## config.mk

```make
export PLATFORM = sky130hd
export DESIGN_NAME = uart_boot_loader
export DESIGN_NICKNAME = d
export VERILOG_FILES = /design/src/rtl/uart_boot_loader_pkg.sv /design/src/rtl/uart_boot_loader_word_asm.sv /design/src/rtl/uart_boot_loader.sv
export SDC_FILE = /design/constraint.sdc
export NUM_CORES = 1
export LEC_CHECK = 0
export ABC_AREA = 1
export CAP_MARGIN = 20
export CORE_MARGIN = 2
export CORE_UTILIZATION = 40
export CTS_BUF_LIST = sky130_fd_sc_hd__clkbuf_8
export DETAILED_ROUTE_END_ITERATION = 8
export DONT_BUFFER_PORTS = 1
export GPL_ROUTABILITY_DRIVEN = 0
export GPL_TIMING_DRIVEN = 0
export PLACE_DENSITY = 0.51
export SLEW_MARGIN = 20
export SYNTH_ARGS = -nofsm -noshare
export SYNTH_HDL_FRONTEND = slang
export SYNTH_SLANG_ARGS = --single-unit
```

## constraint.sdc

```tcl
create_clock -name clk -period 2.4 [get_ports clk]
set_input_delay 0.12 -clock clk [delete_from_list [all_inputs] [get_ports clk]]
set_output_delay 0.12 -clock clk [all_outputs]
set_load 0.05 [all_outputs]
```

## src/rtl/uart_boot_loader_pkg.sv

```systemverilog
// ============================================================================
// Module  : uart_boot_loader_pkg
// Purpose : Shared state encoding and default protocol constants for the loader.
// Revision: 1.0
// ============================================================================
`default_nettype none

package uart_boot_loader_pkg;

    typedef enum logic [2:0] {
        IDLE = 3'd0,
        HDR  = 3'd1,
        DATA = 3'd2,
        CSUM = 3'd3,
        RESP = 3'd4
    } state_t;

    localparam logic [7:0] MAGIC_DEFAULT = 8'hA5;
    localparam logic [7:0] ACK_DEFAULT   = 8'h4B;
    localparam logic [7:0] NAK_DEFAULT   = 8'h45;

endpackage

`default_nettype wire

```

## src/rtl/uart_boot_loader_word_asm.sv

```systemverilog
// ============================================================================
// Module  : loader_word_asm
// Purpose : Little-endian 4-byte assembler; word_ready flags the 4th byte.
// Revision: 1.0
// ============================================================================
`default_nettype none

module loader_word_asm (
    input  logic        clk,
    input  logic        rst,
    input  logic        clear,
    input  logic        byte_valid,
    input  logic [7:0]  byte_data,
    output logic [31:0] word,
    output logic        word_ready
);

    logic [23:0] shift;
    logic [1:0]  idx;

    // The completed word is presented combinationally alongside the 4th byte
    // so the parent can register it into the bus the following cycle.
    assign word       = {byte_data, shift};
    assign word_ready = byte_valid && (idx == 2'd3);

    always_ff @(posedge clk) begin
        if (!rst || clear) begin
            shift <= '0;
            idx   <= '0;
        end else if (byte_valid) begin
            shift <= {byte_data, shift[23:8]};
            idx   <= idx + 2'd1;
        end
    end

endmodule

`default_nettype wire

```

## src/rtl/uart_boot_loader.sv

```systemverilog
// ============================================================================
// Module  : uart_boot_loader
// Purpose : UART-framed image loader writing words to SRAM over the data bus.
// Revision: 1.0
// ============================================================================
`default_nettype none

module uart_boot_loader
    import uart_boot_loader_pkg::*;
#(
    parameter logic [7:0]  MAGIC     = MAGIC_DEFAULT,
    parameter int unsigned RAM_WORDS = 65536,
    parameter int unsigned TIMEOUT   = 1000000,
    parameter logic [7:0]  ACK       = ACK_DEFAULT,
    parameter logic [7:0]  NAK       = NAK_DEFAULT
) (
    input  logic        clk,
    input  logic        rst,
    input  logic        rx_valid,
    input  logic [7:0]  rx_data,
    output logic        tx_valid,
    output logic [7:0]  tx_data,
    input  logic        tx_ready,
    output logic [31:0] bus_addr,
    output logic [31:0] bus_data,
    output logic        bus_we,
    output logic        stall_cpu,
    output logic        boot_done
);

    localparam logic [31:0] RAM_LIMIT = 32'(RAM_WORDS);
    localparam logic [31:0] TMO_LAST  = 32'(TIMEOUT - 1);

    state_t      state, next_state;
    logic [2:0]  byte_cnt;
    logic [31:0] addr;
    logic [31:0] count;
    logic [31:0] word_cnt;
    logic [31:0] tmo;
    logic [7:0]  csum;
    logic        err;

    logic        in_frame;
    logic        timeout_hit;
    logic        csum_bad;
    logic        enter_resp;
    logic [31:0] hdr_count;
    logic [31:0] asm_word;
    logic        word_ready;

    loader_word_asm u_word_asm (
        .clk        (clk),
        .rst        (rst),
        .clear      (state == IDLE),
        .byte_valid (rx_valid && (state == DATA)),
        .byte_data  (rx_data),
        .word       (asm_word),
        .word_ready (word_ready)
    );

    assign in_frame    = (state == HDR) || (state == DATA) || (state == CSUM);
    assign timeout_hit = in_frame && !rx_valid && (tmo == TMO_LAST);
    assign csum_bad    = (state == CSUM) && rx_valid && (rx_data != csum);
    assign hdr_count   = {rx_data, count[31:8]};
    assign enter_resp  = (state != RESP) && (next_state == RESP);

    always_ff @(posedge clk) begin
        if (!rst) begin
            state <= IDLE;
        end else begin
            state <= next_state;
        end
    end

    always_comb begin
        next_state = state;
        case (state)
            IDLE: if (rx_valid && rx_data == MAGIC) next_state = HDR;
            HDR: begin
                if (rx_valid && byte_cnt == 3'd7) begin
                    next_state = (hdr_count == 32'd0) ? CSUM : DATA;
                end else if (timeout_hit) begin
                    next_state = RESP;
                end
            end
            DATA: begin
                if (word_ready && (word_cnt + 32'd1) == count) begin
                    next_state = CSUM;
                end else if (timeout_hit) begin
                    next_state = RESP;
                end
            end
            CSUM: if (rx_valid || timeout_hit) next_state = RESP;
            RESP: if (tx_ready) next_state = IDLE;
            default: next_state = IDLE;
        endcase
    end

    always_ff @(posedge clk) begin
        if (!rst) begin
            byte_cnt  <= '0;
            addr      <= '0;
            count     <= '0;
            word_cnt  <= '0;
            tmo       <= '0;
            csum      <= '0;
            err       <= 1'b0;
            tx_valid  <= 1'b0;
            tx_data   <= '0;
            bus_addr  <= '0;
            bus_data  <= '0;
            bus_we    <= 1'b0;
            stall_cpu <= 1'b0;
            boot_done <= 1'b0;
        end else begin
            bus_we <= 1'b0;
            tmo    <= (in_frame && !rx_valid) ? tmo + 32'd1 : 32'd0;

            if (state == IDLE && rx_valid && rx_data == MAGIC) begin
                byte_cnt  <= '0;
                csum      <= '0;
                err       <= 1'b0;
                word_cnt  <= '0;
                stall_cpu <= 1'b1;
            end

            if (state == HDR && rx_valid) begin
                byte_cnt <= byte_cnt + 3'd1;
                if (!byte_cnt[2]) begin
                    addr <= {rx_data, addr[31:8]};
                end else begin
                    count <= hdr_count;
                end
            end

            if (state == DATA && rx_valid) begin
                csum <= csum ^ rx_data;
            end

            // Out-of-range words are discarded but still advance the frame.
            if (word_ready) begin
                if (addr < RAM_LIMIT) begin
                    bus_we   <= 1'b1;
                    bus_addr <= addr;
                    bus_data <= asm_word;
                end else begin
                    err <= 1'b1;
                end
                addr     <= addr + 32'd1;
                word_cnt <= word_cnt + 32'd1;
            end

            if (enter_resp) begin
                tx_valid <= 1'b1;
                tx_data  <= (err || csum_bad || timeout_hit) ? NAK : ACK;
                err      <= err || csum_bad || timeout_hit;
            end

            if (state == RESP && tx_ready) begin
                tx_valid  <= 1'b0;
                stall_cpu <= 1'b0;
                if (!err) boot_done <= 1'b1;
            end
        end
    end

endmodule

`default_nettype wire
```

==> impl_metrics.env <==
export IMPL_drive_gt1_frac=0.0894
export IMPL_timing_rr_end="state[0]"
export IMPL_dp_hpwl_um=27300
export IMPL_layout_commonest_cell="nand2_1"
export IMPL_reg2reg_slack_ns=0.16
export IMPL_clock_latency_ns=0.57
export IMPL_avgSynthCellArea_um2=6.78
export IMPL_synth_edf_count=0
export IMPL_worstPathMaxFanout=8
export IMPL_relSlewSlack=0.526
export IMPL_layout_nets=1832
export IMPL_first_global_vias=10800
export IMPL_port_buffers=0
export IMPL_grt_usage=0.239
export IMPL_hold_viol_final=0
export IMPL_die_y_um=176
export IMPL_syn_instance_count=1753
export IMPL_routed_wl_um=36900
export IMPL_path_class="reg2reg"
export IMPL_first_pass_iters=7
export IMPL_synth_warnings=0
export IMPL_ys_types=49
export IMPL_outcome="completed"
export IMPL_cts_htree_levels=2
export IMPL_ant_nets=0
export IMPL_hold_path_startpoint="rst"
export IMPL_place_inst=2145
export IMPL_fin_worst_skew_ns=0.0361
export IMPL_grt_pass1_wl_um=59200
export IMPL_r2r_cells=12
export IMPL_crit_chain="inv_1 -> nor3_2 -> nand3_4 -> nor2_1 -> nand3_1 -> nor2_1 -> nand2_1 -> nor2_1 -> nand2_1 -> nor2_1 -> nand3_1 -> a21oi_1"
export IMPL_reg2reg_from="state[1]"
export IMPL_max_clock_path_buffers=3
export IMPL_cts_sinks=240
export IMPL_worstSetupEndpointType="register"
export IMPL_area_growth_syn_to_layout_pct=13.7
export IMPL_fin_crit_sh=0.932
export IMPL_floorplan_initialDensity=0.403
export IMPL_ios=88
export IMPL_final_cells=2236
export IMPL_cp_start_kind="register"
export IMPL_whs_ns=0.0343
export IMPL_stdcell_area_um2=13500
export IMPL_hold_path_class="in2reg"
export IMPL_cts_buffers=44
export IMPL_die_area_um2=31100
export IMPL_root_buffer="clkbuf_8"
export IMPL_arrival_ns=2.71
export IMPL_viasPerCell=5.07
export IMPL_fp_dieW_um=176
export IMPL_slowest_delay_ns=0.42
export IMPL_critical_path_top_delay_family="simple AND/OR/NAND/NOR gates"
export IMPL_antenna_cells=0
export IMPL_core_um2=29500
export IMPL_ys_seq_area_frac=0.404
export IMPL_dpl_cell_area_um2=12400
export IMPL_async_flop_share=0
export IMPL_fmax_mhz=447
export IMPL_rows=63
export IMPL_p_per_area_nw_per_um2=609
export IMPL_finalSetupViolations=0
export IMPL_min_path_cells=3
export IMPL_final_max_slew_viol_count=0
export IMPL_power_total_mw=8.23
export IMPL_tritoncts="done"
export IMPL_whs_endpoint="tx_valid"
export IMPL_fin_util=0.458
export IMPL_synthesis_area_um2=11900
export IMPL_dr_total_vias=11300
export IMPL_cap_viol_max_count=0
export IMPL_grt_max_degree=14
export IMPL_path_buf_inv=1
export IMPL_antenna_found_initial=0
export IMPL_drc=0
export IMPL_synthFlopType="dfxtp_1"
export IMPL_p_leak_nw=5.14
export IMPL_grt_overflow=0
export IMPL_final_cell_mix="nand2_1, dfxtp_1, nor2_1"
export IMPL_drtIter0Drc=816
export IMPL_tightest_slew_ns=0.705
export IMPL_clk_pin_slew_ns=0.07
export IMPL_period_needed_ns=2.24
export IMPL_wl_per_cell_um=16.5
export IMPL_cp_data_required_time_ns=2.87
export IMPL_cpMaxStageDelayCell="dfxtp_1"
export IMPL_cpMostUsedCell="nor2_1"
export IMPL_ir_worst_vdd_mv=0.403
export IMPL_ys_seq_elements=240
how the worst max path moves through the flow:
stage	from	depth (start not counted)	to
after floorplan	word_cnt[0]	15	state[0]
after global placement	word_cnt[0]	13	state[0]
after detailed placement	word_cnt[0]	13	state[0]
after CTS	state[1]	7	tmo[14]
after global routing	state[1]	8	word_cnt[11]
final	state[1]	12	state[0]
metal layers:
metal  GRT usage  part of all wire
met5           0                 0
met4      0.0596             0.020
met3      0.0515             0.063
met2       0.395              0.46
met1       0.318              0.46
synth_stat cells (4+ instances only):
master	number	area [um2]
ha_1	6	75.1
clkbuf_1	44	165
inv_2	12	45.0
dfxtp_1	240	4800
xnor2_1	6	52.6
nor2_4	5	56.3
nand2_4	4	45.0
nand4_1	26	163
nand3_1	111	556
xor2_1	22	193
nor2_2	12	75.1
nor3_2	7	70.1
a21oi_1	159	796
buf_4	6	45.0
o31ai_1	7	52.6
buf_2	14	70.1
nor3_1	37	185
o21ai_1	23	115
a31oi_1	8	50.1
or2_2	7	43.8
nand3b_1	6	45.0
inv_1	171	642
nor2_8	6	120
nor2_1	215	807
nor4_1	11	68.8
o21ai_0	130	651
nand2_1	417	1570
state kept, by name, summed over array words and instances, names as in the netlist:
signal            flops
err                   1
bus_data             32
bus_we                1
csum                  8
boot_done             1
u_word_asm.idx        2
tmo                  32
byte_cnt              3
word_cnt             32
count                32
state                 3
tx_valid              1
tx_data               3
bus_addr             32
u_word_asm.shift     24
stall_cpu             1
addr                 32
worst register-to-register path: stages (launching register included):
cell and delay [ns]:
dfxtp_1 0.42, inv_1 0.09, nor3_2 0.36, nand3_4 0.26, nor2_1 0.17, nand3_1 0.08
nor2_1 0.14, nand2_1 0.07, nor2_1 0.13, nand2_1 0.07, nor2_1 0.09, nand3_1 0.13
a21oi_1 0.15
logic make-up after synthesis:
family / synth area share
other: 0.000315
XOR/XNOR: 0.0225
AND/OR/NAND/NOR: 0.336
AO/OA/AOI/OAI: 0.147
adder cells (fa/ha/maj): 0.00631
flip-flops: 0.404
buffers and inverters: 0.0842
repair_timing:
item	in CTS	in global routing
setup buffers	0	3
endpoints found under the hold margin	65	0
setup endpoints to repair	0	73
resized for setup	0	21
hold buffers	10	0
per-stage QoR:
| stage | setup TNS [ns] | worst slack (ns) |
|---|---|---|
| after floorplan | 0 | 0.581 |
| after global placement | 0 | 0.0650 |
| after detailed placement | 0 | 0.0677 |
| after CTS | 0 | 0.0366 |
| after global routing | -0.00157 | -0.00157 |
| final | 0 | 0.163 |
report_power, final:
part / internal, mW / switching, mW
Clock: 2.28 / 1.81
Combinational: 0.0360 / 0.119
Sequential: 3.98 / 0.000318
final cells by class:
class                           instances  area (um2)
Timing Repair Buffer                   13         123
Buffer                                 70         312
Inverter                              185         694
Fill cell                            3165       16000
Tap cell                              390         488
Clock inverter                         20         135
Clock buffer                           58         798
Sequential cell                       240        4810
Multi-Input combinational cell       1260        6150
(Power assumes the default switching activity.)
